[src/rtl/usb_tx_serializer.sv]
// ---------------------------------------------------------------------------
// usb_tx_serializer : byte stream to USB D+/D- (SYNC, stuffing, NRZI, EOP)
// Rev 1.0
// ---------------------------------------------------------------------------
`default_nettype none

module usb_tx_serializer #(
  parameter int         CLKS_PER_BIT = 8,
  parameter logic [7:0] SYNC_BYTE    = 8'h80
) (
  input  logic       clk,
  input  logic       n_rst,
  input  logic [7:0] tx_data,
  input  logic       tx_valid,
  input  logic       tx_last,
  output logic       tx_ready,
  output logic       d_plus,
  output logic       d_minus,
  output logic       tx_busy,
  output logic       tx_err
);

  localparam int            TW        = $clog2(CLKS_PER_BIT);
  localparam logic [TW-1:0] TICK_LAST = TW'(CLKS_PER_BIT - 1);

  typedef enum logic [2:0] {IDLE, SYNC, DATA, EOP_SE0, EOP_J} state_t;

  state_t        state;
  logic [TW-1:0] tick;
  logic [2:0]    bit_cnt;
  logic [2:0]    ones_cnt;
  logic [7:0]    shreg;
  logic          last_q;
  logic          stuff;
  logic          level;

  logic          period_end;
  logic          cur_bit;
  logic [2:0]    ones_next;
  logic [2:0]    nxt_idx;
  logic          advance;
  logic          byte_end;
  logic          start_bit;
  logic          new_bit;
  logic          new_level;

  always_comb begin
    period_end = (state != IDLE) && (tick == TICK_LAST);
    cur_bit    = stuff ? 1'b0 : ((state == SYNC) ? SYNC_BYTE[bit_cnt] : shreg[bit_cnt]);
    ones_next  = cur_bit ? ones_cnt + 3'd1 : 3'd0;
    // A sixth consecutive one forces a stuffed 0 before anything else moves on.
    advance    = stuff || (ones_next != 3'd6);
    byte_end   = period_end && advance && (bit_cnt == 3'd7);
    nxt_idx    = bit_cnt + 3'd1;

    start_bit = 1'b0;
    new_bit   = 1'b0;
    case (state)
      IDLE: begin
        if (tx_valid) begin
          start_bit = 1'b1;
          new_bit   = SYNC_BYTE[0];
        end
      end
      SYNC, DATA: begin
        if (period_end) begin
          if (!advance) begin
            start_bit = 1'b1;
          end else if (bit_cnt != 3'd7) begin
            start_bit = 1'b1;
            new_bit   = (state == SYNC) ? SYNC_BYTE[nxt_idx] : shreg[nxt_idx];
          end else if (state == SYNC) begin
            start_bit = 1'b1;
            new_bit   = shreg[0];
          end else if (!last_q && tx_valid) begin
            start_bit = 1'b1;
            new_bit   = tx_data[0];
          end
        end
      end
      default: ;
    endcase
    new_level = new_bit ? level : ~level;
  end

  assign tx_ready = (state == IDLE) || ((state == DATA) && byte_end && !last_q);
  assign tx_err   = (state == DATA) && byte_end && !last_q && !tx_valid;
  assign tx_busy  = (state != IDLE);

  always_ff @(posedge clk) begin
    if (!n_rst) begin
      state    <= IDLE;
      tick     <= '0;
      bit_cnt  <= 3'd0;
      ones_cnt <= 3'd0;
      stuff    <= 1'b0;
      shreg    <= 8'd0;
      last_q   <= 1'b0;
      level    <= 1'b1;
      d_plus   <= 1'b1;
      d_minus  <= 1'b0;
    end else begin
      if (state != IDLE) tick <= period_end ? '0 : tick + TW'(1);

      case (state)
        IDLE: begin
          if (tx_valid) begin
            shreg    <= tx_data;
            last_q   <= tx_last;
            state    <= SYNC;
            tick     <= '0;
            bit_cnt  <= 3'd0;
            ones_cnt <= 3'd0;
            stuff    <= 1'b0;
          end
        end
        SYNC, DATA: begin
          if (period_end) begin
            ones_cnt <= advance ? ones_next : 3'd0;
            stuff    <= !advance;
            if (advance) begin
              bit_cnt <= nxt_idx;
              if (bit_cnt == 3'd7) begin
                if (state == SYNC) begin
                  state <= DATA;
                end else if (last_q || !tx_valid) begin
                  state <= EOP_SE0;
                end else begin
                  shreg  <= tx_data;
                  last_q <= tx_last;
                end
              end
            end
          end
        end
        EOP_SE0: begin
          if (period_end) begin
            bit_cnt <= nxt_idx;
            if (bit_cnt == 3'd1) begin
              state   <= EOP_J;
              bit_cnt <= 3'd0;
            end
          end
        end
        EOP_J: begin
          if (period_end) state <= IDLE;
        end
        default: state <= IDLE;
      endcase

      if (start_bit) begin
        level   <= new_level;
        d_plus  <= new_level;
        d_minus <= ~new_level;
      end else if ((state == DATA) && byte_end) begin
        d_plus  <= 1'b0;
        d_minus <= 1'b0;
      end else if ((state == EOP_SE0) && period_end && (bit_cnt == 3'd1)) begin
        level   <= 1'b1;
        d_plus  <= 1'b1;
        d_minus <= 1'b0;
      end
    end
  end

endmodule

`default_nettype wire
[config.mk]
export PLATFORM = sky130hd
export DESIGN_NAME = usb_tx_serializer
export DESIGN_NICKNAME = d
export VERILOG_FILES = /design/src/rtl/usb_tx_serializer.sv
export SDC_FILE = /design/constraint.sdc
export NUM_CORES = 1
export LEC_CHECK = 0
export ABC_CLOCK_PERIOD_IN_PS = 2180
export CAP_MARGIN = 20
export CORE_AREA = 3 3 65 67
export DETAILED_ROUTE_END_ITERATION = 8
export DIE_AREA = 0 0 68 70
export MAX_ROUTING_LAYER = met4
export PLACE_DENSITY = 0.69
export SYNTH_ARGS = -nofsm -noshare
export SYNTH_HDL_FRONTEND = slang
export SYNTH_SLANG_ARGS = --single-unit
[constraint.sdc]
create_clock -name clk -period 2.18 [get_ports clk]
set_input_delay 0.327 -clock clk [delete_from_list [all_inputs] [get_ports clk]]
set_output_delay 0.327 -clock clk [all_outputs]
set_load 0.02 [all_outputs]
==> results of run 1 <==
path summary, 6_finish.rpt:
path                                 to  slack [ns]
worst min register to register    level        0.48
worst max register to register  d_minus       -0.21
worst max-delay path             tx_err       -0.31
worst min-delay path              level        0.48
worst min-delay path: stages (launching register included):
cell     delay, ns
dfxtp_1       0.34
inv_1         0.05
a21oi_1       0.05
power by group through the flow:
stage / logic [µW] / registers, µW / clock network, µW
final: 308 / 514 / 417
after global placement: 241 / 521 / 0
after global routing: 331 / 516 / 442
after detailed placement: 250 / 523 / 0
after floorplan: 124 / 526 / 0
after CTS: 277 / 512 / 418
kinds of logic after synthesis:
group | Yosys count | share of synthesized area
simple gates | 72 | 0.238
compound gates | 53 | 0.237
flops | 26 | 0.312
buf+inv | 18 | 0.0442
mux | 16 | 0.106
fa+ha+maj | 7 | 0.0525
xor+xnor | 2 | 0.0105
per-layer routing:
metal | up-vias | wire length (µm) | share of wire | global-route usage
met2 | 66 | 3070 | 0.52 | 0.444
li1 | 881 | - | - | -
met1 | 949 | 2440 | 0.42 | 0.312
met3 | 8 | 238 | 0.041 | 0.0305
met5 | - | 0 | 0 | -
met4 | 0 | 112 | 0.019 | 0.113
stage by stage:
| step | total power, µW | cell area (µm²) |
|---|---|---|
| finish | 1240 | 2720 |
| global route | 1290 | 2720 |
| CTS | 1210 | 2570 |
| detailed placement | 773 | 2300 |
| global placement | 762 | 2300 |
| floorplan | 650 | 1740 |
sequential cells by signal (all words and copies together), names as in the netlist, named ones only:
name,count
tick,3
d_minus,1
state,3
last_q,1
d_plus,1
level,1
shreg,8
bit_cnt,3
ones_cnt,3
stuff,1
layout make-up:
type,instances,area share
Timing Repair Buffer,80,0.247
Inverter,11,0.0161
Sequential cell,26,0.192
Clock buffer,3,0.0152
Tap cell,48,0.0220
Clock inverter,1,0.0110
Multi-Input combinational cell,150,0.497
repair_timing:
action	in CTS	in global routing
gates resized for setup	40	27
endpoints found under the setup margin	22	24
pin swaps	18	16
buffers inserted	10	4
cloned	1	0
cell usage in the layout, fill, tap and decap left out, types with 3 or more instances in the layout:
master	instances
o21ai_0	5
dfxtp_2	3
a21oi_1	9
nand4b_1	3
clkbuf_8	3
nor2b_1	5
ha_1	3
clkdlybuf4s50_1	13
nor2_1	18
nand3_1	8
buf_6	10
ha_4	3
a31oi_1	4
nor3_1	3
inv_1	9
dfxtp_1	23
mux2i_1	10
buf_4	56
nand2_1	8
==> out/qor.csv, run 1 <==
stage,metric,value,unit
setup_path,max incr delay on CP,0.50,ns
global_route,global-route usage over all layers,0.265,
final_layout,area of the multi-input gates,0.00135,mm²
setup_path,Critical Path Start Type,flop,
timing,minimum clock period,2.49,ns
detailed_routing,DRT antenna net count,0,
final_layout,Reg area,524,µm²
die,Die Area,0.00476,mm²
placement,port bufs,16,
detailed_routing,Via density,5.97,
final_layout,fin nets,291,
timing,Worst Tran Pin Value,0.491,ns
synth,Synth cell types,63,
pwr,Net Switching,334,µW
clock_network,CTS max path bufs,2,
die,# IOs,17,
synth,largest cells by area after synthesis,"dfxtp_1 31%, mux2i_1 7.2%, ha_1 5.2%",
placement,post-place setup slack,-0.471,ns
setup_path,CP max-delay cell,a2111o_1,
pwr,worst vdd ir,0.000287,V
setup_path,CP Capture Type,primary output,
final_layout,fillcell total,263,
synth,cell with the most instances after synthesis,dfxtp_1,
global_route,antenna violations before repair,0,
clock_network,"Reg clk slew, reported paths",0.10,ns
die,DIE WIDTH,68,µm
pwr,Internal,905,µW
setup_path,Crit path buffers/inverters,2,
timing,unrepaired setup endpoints after global routing,true,
synth,synthesis-stage register bit count,26,
run_status,status,"finished, violations left",
timing,fin crit share,1.14,
detailed_routing,DRC viols,0,
min_path,hold path cells,2,
synth,Ys Warns,0,
final_layout,share of cells above drive strength 1,0.443,
setup_path,Worst Setup SP,bit_cnt[0],
clock_network,# hold bufs at CTS,0,
detailed_routing,TritonRoute pass-1 iters,6,
detailed_routing,drt wl/cell,18.4,µm
synth,"Cell Area, Synth",0.00167,mm²
setup_path,worst setup path class,flop to primary output,
detailed_routing,Vias,1904,
pwr,Logic pwr share,0.248,
global_route,first-pass GRT wire length,9.32,mm
clock_network,clk sinks,26,
synth,Post-synth ARST share,0,
pwr,Sequential Power Share,0.415,
clock_network,CTS tree,yes,
setup_path,Worst Path Max Fanout,5,
die,Cell Rows,22,
placement,placed instance count,302,
pwr,Clock Power Share,0.337,
pwr,Power Density,455,mW/mm²
final_layout,final core utilization,0.738,
timing,Final setup viols,23,
die,Die H,70,µm
final_layout,Syn-to-layout area delta,63.2,%
job,number of max-cap violations,0,
timing,Final Hold Fails,0,
final_layout,Inserted Diodes,0,
timing,hold_ws,0.480,ns
synth,sequential-to-total area share from yosys stat,0.312,
synth,Synth Flop Type,dfxtp_1,
synth,Syn Nets,213,
timing,setup_tns,-2.43,ns
synth,largest area contributor in the netlist,dfxtp_1,
final_layout,final std cells w/o fill,319,
die,initial core utilization,0.453,
min_path,hold path start,level,
timing,Rel. slew slack,0.671,
pwr,P_leak,0.00112,µW
setup_path,cell mode on critical path,buf_6,
synth,synthesized area per cell,8.60,µm²
timing,skew final,0.00286,ns
setup_path,critical path depth,7,
detailed_routing,routed wire length,5.86,mm
clock_network,clk_lat worst skew,0.28,ns
setup_path,Worst Path Arrival,2.17,ns
timing,Final Slew Violations,0,
setup_path,crit path cell chain,"buf_6, mux2i_2, o32a_1, nand3_2, a2111o_1, nor3_4, buf_6",
global_route,vias in the first global route,1918,
global_route,gr ovfl total,0,
min_path,Hold/Removal Path Class,flop to flop,
run_status,failing checks,setup timing,
setup_path,crit-path leading delay family,compound AO/OA/AOI/OAI gates,
synth,number of synthesized flops with an enable pin,0,
clock_network,CTS H-tree lvls,1,
pwr,Net Sw Frac,0.270,
clock_network,cts bufs inserted,3,
synth,Gate Count Post-Synth,194,
synth,top-area cell type share of the netlist area,0.312,
setup_path,Register-to-Register Path Depth,11,
global_route,pin count of the biggest net entering global routing,17,
placement,placed wire-length estimate,4.02,mm
synth,Post-synth top cells,"26 x dfxtp_1, 18 x nor2_1, 12 x mux2i_1, 11 x a21oi_1, 10 x inv_1",
clock_network,Root Buffer Master,clkbuf_8,
setup_path,required time worst endpoint,1.85,ns
die,total core area,0.00369,mm²
timing,Max Freq,0.401,GHz
placement,GPL Wtd Cong,0.979,
timing,Final WS setup,-0.314,ns
setup_path,R2R Path Start,bit_cnt[1],
detailed_routing,Initial DRC Count,117,
Note: power is estimated with default switching activity, not from simulation.
==> run 2, diff against run 1 <==
--- a/config.mk
+++ b/config.mk
@@ -7,11 +7,11 @@
 export LEC_CHECK = 0
 export ABC_CLOCK_PERIOD_IN_PS = 2180
 export CAP_MARGIN = 20
-export CORE_AREA = 3 3 65 67
+export CORE_AREA = 3 3 62 64
 export DETAILED_ROUTE_END_ITERATION = 8
-export DIE_AREA = 0 0 68 70
+export DIE_AREA = 0 0 65 67
 export MAX_ROUTING_LAYER = met4
-export PLACE_DENSITY = 0.69
+export PLACE_DENSITY = 0.75
 export SYNTH_ARGS = -nofsm -noshare
 export SYNTH_HDL_FRONTEND = slang
 export SYNTH_SLANG_ARGS = --single-unit
==> out/qor.csv, run 2 (same netlist as run 1, synthesis figures left out) <==
stage,metric,value,unit,change
die,Cell Rows,21,,-4.5%
setup_path,"reg-to-reg slack, setup",-0.29,ns,-0.08 ns
detailed_routing,drt wl/cell,17.4,µm,-5.4%
die,total core area,0.00334,mm²,-9.5%
setup_path,CP Capture Type,primary output,,
timing,Final Hold Fails,0,,unchanged
final_layout,most frequent cells in the layout,"46 x buf_4, 22 x dfxtp_1, 17 x nor2_1, 13 x clkdlybuf4s50_1, 11 x mux2i_1",,
final_layout,Top reg by flops,shreg,,
die,Die Area,0.00436,mm²,-8.5%
clock_network,CTS H-tree lvls,1,,unchanged
detailed_routing,DRC viols,0,,unchanged
global_route,first-pass GRT wire length,8.56,mm,-8.1%
detailed_routing,routed wire length,5.32,mm,-9.2%
timing,Worst Tran Pin Value,0.488,ns,-0.00384 ns
detailed_routing,Initial DRC Count,155,,+32%
global_route,gr ovfl total,0,,unchanged
clock_network,Root Buffer Master,clkbuf_4,,
timing,unrepaired setup endpoints after global routing,true,,
final_layout,Syn-to-layout area delta,52.5,%,
setup_path,Worst Path Arrival,2.19,ns,+0.02 ns
global_route,global-route usage over all layers,0.260,,-0.00534
detailed_routing,DRT antenna net count,0,,unchanged
final_layout,"commonest non-fill, non-tap cell in the layout",buf_4,,
timing,Max Freq,0.398,GHz,-0.79%
die,# IOs,17,,unchanged
timing,fin crit share,1.15,,+0.00911
final_layout,Inserted Diodes,0,,unchanged
run_status,status,"finished, violations left",,
final_layout,share of cells above drive strength 1,0.400,,-0.0428
run_status,failing checks,setup timing,,
placement,placed instance count,295,,-2.3%
setup_path,worst setup path class,flop to primary output,,
global_route,pin count of the biggest net entering global routing,17,,unchanged
setup_path,required time worst endpoint,1.85,ns,about the same
detailed_routing,TritonRoute pass-1 iters,4,,-2
pwr,Power Density,415,mW/mm²,-8.8%
timing,Final setup viols,22,,-4.3%
timing,Rel. slew slack,0.673,,+0.00157
clock_network,clk sinks,26,,unchanged
job,number of max-cap violations,0,,unchanged
die,DIE WIDTH,65,µm,-4.4%
detailed_routing,Vias,1836,,-3.6%
setup_path,Critical Path Start Type,flop,,
placement,GPL Wtd Cong,0.999,,+2.0%
placement,post-place setup slack,-0.469,ns,+0.00135 ns
placement,port bufs,16,,unchanged
timing,setup_tns,-3.89,ns,-1.46 ns
timing,Final Slew Violations,0,,unchanged
timing,skew final,0.00384,ns,+0.000984 ns
clock_network,clk_lat worst skew,0.33,ns,+0.05 ns
setup_path,Register-to-Register Path Depth,10,,-1
die,Die H,67,µm,-4.3%
final_layout,fin nets,280,,-3.8%
clock_network,CTS tree,yes,,
timing,minimum clock period,2.51,ns,+0.0199 ns
clock_network,cts bufs inserted,3,,unchanged
pwr,P_leak,0.00104,µW,-6.9%
clock_network,"Reg clk slew, reported paths",0.15,ns,+0.05 ns
final_layout,final std cells w/o fill,306,,-4.1%
min_path,hold path cells,2,,unchanged
pwr,worst vdd ir,0.000247,V,-14%
die,initial core utilization,0.500,,+0.0477
min_path,hold path start,level,,
global_route,vias in the first global route,1871,,-2.5%
placement,placed wire-length estimate,3.65,mm,-9.0%
final_layout,max reg flops,8,,unchanged
setup_path,R2R Path Start,bit_cnt[1],,
timing,Final WS setup,-0.334,ns,-0.0199 ns
final_layout,final core utilization,0.763,,+0.0242
min_path,Hold EP,level,,
min_path,Hold/Removal Path Class,flop to flop,,
clock_network,CTS max path bufs,2,,unchanged
setup_path,Worst Path Max Fanout,3,,-2
detailed_routing,Via density,6.00,,+0.53%
global_route,antenna violations before repair,0,,unchanged
[run 2: cell types whose count changed in the layout (fill, tap and decap cells not counted), sizes merged]
cell    previous run  this run
clkbuf             3         4
bufinv             1         0
buf               66        55
[run 2: worst max-delay path by stage]
| stage | end | slack, ns | from |
|---|---|---|---|
| after detailed placement | tx_err | -0.47 | bit_cnt[1] |
| after global routing | tx_err | -0.42 | bit_cnt[0] |
| after CTS | tx_err | -0.34 | bit_cnt[1] |
| final | tx_err | -0.33 | bit_cnt[0] |
| after global placement | tx_err | -0.42 | bit_cnt[1] |
| after floorplan | tx_err | -0.02 | bit_cnt[1] |
[run 2: power breakdown]
| part | leakage [µW] | switching [µW] | internal (µW) | total (µW) |
|---|---|---|---|---|
| Clock | 0.0000210 | 157 | 102 | 259 |
| Sequential | 0.000214 | 16.2 | 497 | 513 |
| Combinational | 0.000804 | 136 | 148 | 284 |
[run 2: what timing repair did]
| item | CTS | global route |
|---|---|---|
| resized for setup | 33 | 27 |
| cloned | 1 | 0 |
| setup endpoints to repair | 21 | 24 |
| hold buffers | 0 | 0 |
| buffers inserted | 3 | 4 |
| pin swaps | 13 | 13 |
| hold endpoints to repair | 0 | 0 |
[run 2: through the flow]
| stage | total power, µW | area (µm²) | hold slack, ns |
|---|---|---|---|
| final | 1060 | 2540 | 0.488 |
| after global placement | 752 | 2260 | 0.451 |
| after floorplan | 650 | 1740 | 0.444 |
| after detailed placement | 762 | 2260 | 0.468 |
| after global routing | 1090 | 2540 | 0.510 |
| after CTS | 1030 | 2400 | 0.496 |
[run 2: layout make-up]
type                    instances  area, µm²
clock buffers                   4       36.3
fillers                       238        792
inverters                      11       46.3
multi-input cells             150       1290
flip-flops and latches         26        526
well taps                      46       57.6
repair buffers                 69        586
[run 2: critical path: stages (launching register included)]
cell and delay [ns]:
dfxtp_2 0.39, buf_4 0.12, mux2i_2 0.20, o32a_1 0.24
nand3_2 0.11, a2111o_1 0.50, nor3_4 0.16, buf_6 0.14
[run 2: per-layer routing]
layer / wire length [µm] / global-route usage / share of wire
met5: 0 / - / 0
met4: 107 / 0.0844 / 0.020
met3: 271 / 0.0337 / 0.051
met2: 2730 / 0.473 / 0.51
met1: 2210 / 0.294 / 0.42
==> run 3, diff against run 2 <==
--- a/config.mk
+++ b/config.mk
@@ -7,9 +7,9 @@
 export LEC_CHECK = 0
 export ABC_CLOCK_PERIOD_IN_PS = 2180
 export CAP_MARGIN = 20
-export CORE_AREA = 3 3 62 64
+export CORE_AREA = 5 5 64 66
 export DETAILED_ROUTE_END_ITERATION = 8
-export DIE_AREA = 0 0 65 67
+export DIE_AREA = 0 0 69 71
 export MAX_ROUTING_LAYER = met4
 export PLACE_DENSITY = 0.75
 export SYNTH_ARGS = -nofsm -noshare
==> constraint.sdc (replaced) <==
create_clock -name clk -period 2.18 [get_ports clk]
set_input_delay 0.327 -clock clk [delete_from_list [all_inputs] [get_ports clk]]
set_output_delay 0.327 -clock clk [all_outputs]
set_load 0.005 [all_outputs]
==> out/qor.csv, run 3 (same netlist as run 1, synthesis figures left out) <==
stage,metric,value,unit,change
final_layout,most frequent cells in the layout,"54 x buf_4, 23 x dfxtp_1, 16 x nor2_1, 14 x clkdlybuf4s50_1, 11 x mux2i_1",,
pwr,P_leak,0.00105,µW,+1.5%
setup_path,worst setup path class,flop to primary output,,
min_path,Hold/Removal Path Class,flop to flop,,
detailed_routing,TritonRoute pass-1 iters,8,,+4
detailed_routing,DRT antenna net count,0,,unchanged
final_layout,Reg area,524,µm²,-0.24%
timing,hold_ws,0.493,ns,+0.00487 ns
final_layout,share of cells above drive strength 1,0.398,,-0.00150
timing,Final WS setup,-0.353,ns,-0.0188 ns
final_layout,max reg flops,8,,unchanged
detailed_routing,DRC viols,2,,+2
placement,port bufs,16,,unchanged
detailed_routing,drt wl/cell,17.8,µm,+2.4%
timing,fin crit share,1.16,,+0.00861
run_status,status,"finished, violations left",,
setup_path,crit path cell chain,"buf_4, mux2i_1, o32a_1, nand3_2, a2111o_1, buf_4, o21ai_1, buf_2",,
final_layout,Inserted Diodes,0,,unchanged
placement,post-place setup slack,-0.382,ns,+0.0874 ns
pwr,Power Density,413,mW/mm²,-0.63%
global_route,antenna violations before repair,0,,unchanged
detailed_routing,Initial DRC Count,131,,-15%
clock_network,CTS tree,yes,,
timing,unrepaired setup endpoints after global routing,true,,
clock_network,CTS H-tree lvls,1,,unchanged
die,initial core utilization,0.474,,-0.0265
detailed_routing,Via density,6.09,,+1.4%
global_route,global-route usage over all layers,0.207,,-0.0523
detailed_routing,Vias,1911,,+4.1%
die,Die H,71,µm,+6.0%
die,Die Area,0.00490,mm²,+12%
job,number of max-cap violations,0,,unchanged
die,Cell Rows,22,,+4.8%
timing,Final Hold Fails,0,,unchanged
die,# IOs,17,,unchanged
final_layout,"commonest non-fill, non-tap cell in the layout",buf_4,,
clock_network,Root Buffer Master,clkbuf_4,,
final_layout,fillcell total,275,,+16%
final_layout,final std cells w/o fill,314,,+2.6%
placement,placed instance count,299,,+1.4%
final_layout,Syn-to-layout area delta,52.2,%,
setup_path,cell mode on critical path,buf_4,,
global_route,pin count of the biggest net entering global routing,15,,-2
final_layout,area of the multi-input gates,0.00127,mm²,-2.1%
timing,Max Freq,0.395,GHz,-0.74%
timing,Worst Tran Pin Value,0.402,ns,-0.0857 ns
clock_network,clk sinks,26,,unchanged
timing,Final setup viols,22,,unchanged
clock_network,clk_lat worst skew,0.34,ns,about the same
run_status,failing checks,"DRC, setup timing",,
clock_network,cts bufs inserted,3,,unchanged
pwr,total power,1050,µW,-0.83%
global_route,vias in the first global route,1771,,-5.3%
pwr,worst vdd ir,0.000461,V,+87%
timing,Rel. slew slack,0.731,,+0.0583
final_layout,fin nets,286,,+2.1%
global_route,first-pass GRT wire length,8.16,mm,-4.7%
placement,GPL Wtd Cong,0.956,,-4.2%
timing,Final Slew Violations,0,,unchanged
setup_path,Critical Path Start Type,flop,,
timing,minimum clock period,2.53,ns,+0.0188 ns
setup_path,CP max-delay cell,a2111o_1,,
die,DIE WIDTH,69,µm,+6.2%
setup_path,Worst Path Max Fanout,3,,unchanged
clock_network,"Reg clk slew, reported paths",0.15,ns,about the same
detailed_routing,routed wire length,5.59,mm,+5.1%
die,total core area,0.00352,mm²,+5.6%
placement,placed wire-length estimate,3.57,mm,-2.3%
setup_path,CP Capture Type,primary output,,
global_route,gr ovfl total,0,,unchanged
timing,skew final,0.00481,ns,+0.000968 ns
timing,setup_tns,-2.81,ns,+1.08 ns
clock_network,CTS max path bufs,2,,unchanged
setup_path,Worst Path Arrival,2.21,ns,+0.02 ns
setup_path,max incr delay on CP,0.40,ns,-0.10 ns
final_layout,Top reg by flops,shreg,,
setup_path,required time worst endpoint,1.85,ns,about the same
[run 3: cell types whose count changed in the layout (fill, tap and decap cells not counted), moves of 2 or more]
cell / change
buf_4: +8
inv_2: +2
buf_6: -4
inv_4: -2
buf_2: +2
[run 3: power breakdown]
| part | internal, µW | total, µW | switching (µW) |
|---|---|---|---|
| clock network | 103 | 260 | 158 |
| registers | 497 | 513 | 15.6 |
| logic | 147 | 275 | 127 |
[run 3: final timing paths]
check                                  from          end  slack, ns  cells after the start
worst min-delay path            ones_cnt[1]  ones_cnt[1]       0.49                      1
worst max register to register   bit_cnt[1]         flop      -0.21                      9
worst min register to register  ones_cnt[1]  ones_cnt[1]       0.49                      1
worst max-delay path             bit_cnt[0]     tx_ready      -0.35                      8
[run 3: per-layer routing]
layer,share of wire,routed length (µm),GRT usage,up-vias
met3,0.065,366,0.0227,26
met5,0,0,-,-
li1,-,-,-,875
met1,0.41,2290,0.253,894
met2,0.48,2700,0.353,116
met4,0.042,236,0.0781,0
[run 3: critical path: cells and delay by family (launching register included)]
family          cells  cell delay [ns]
simple gates        1             0.10
flops               1             0.38
compound gates      3             0.74
mux                 1             0.25
buf+inv             3             0.39
[run 3: repair_timing]
item,4_1_cts,5_1_grt
resized for setup,33,19
pin swaps,8,10
endpoints found under the setup margin,20,24
hold buffers,0,0
setup buffers,7,6
gates cloned,1,0
[run 3: layout make-up]
class | instances | share of cell area
flip-flops and latches | 26 | 0.206
well taps | 48 | 0.0236
repair buffers | 75 | 0.241
inverters | 11 | 0.0163
clock buffers | 4 | 0.0143
multi-input cells | 150 | 0.499
[run 3: metrics by stage]
step,util,area [µm²]
finish,0.721,2540
global route,0.721,2540
CTS,0.684,2410
detailed placement,0.633,2230
global placement,0.633,2230
floorplan,-,1700
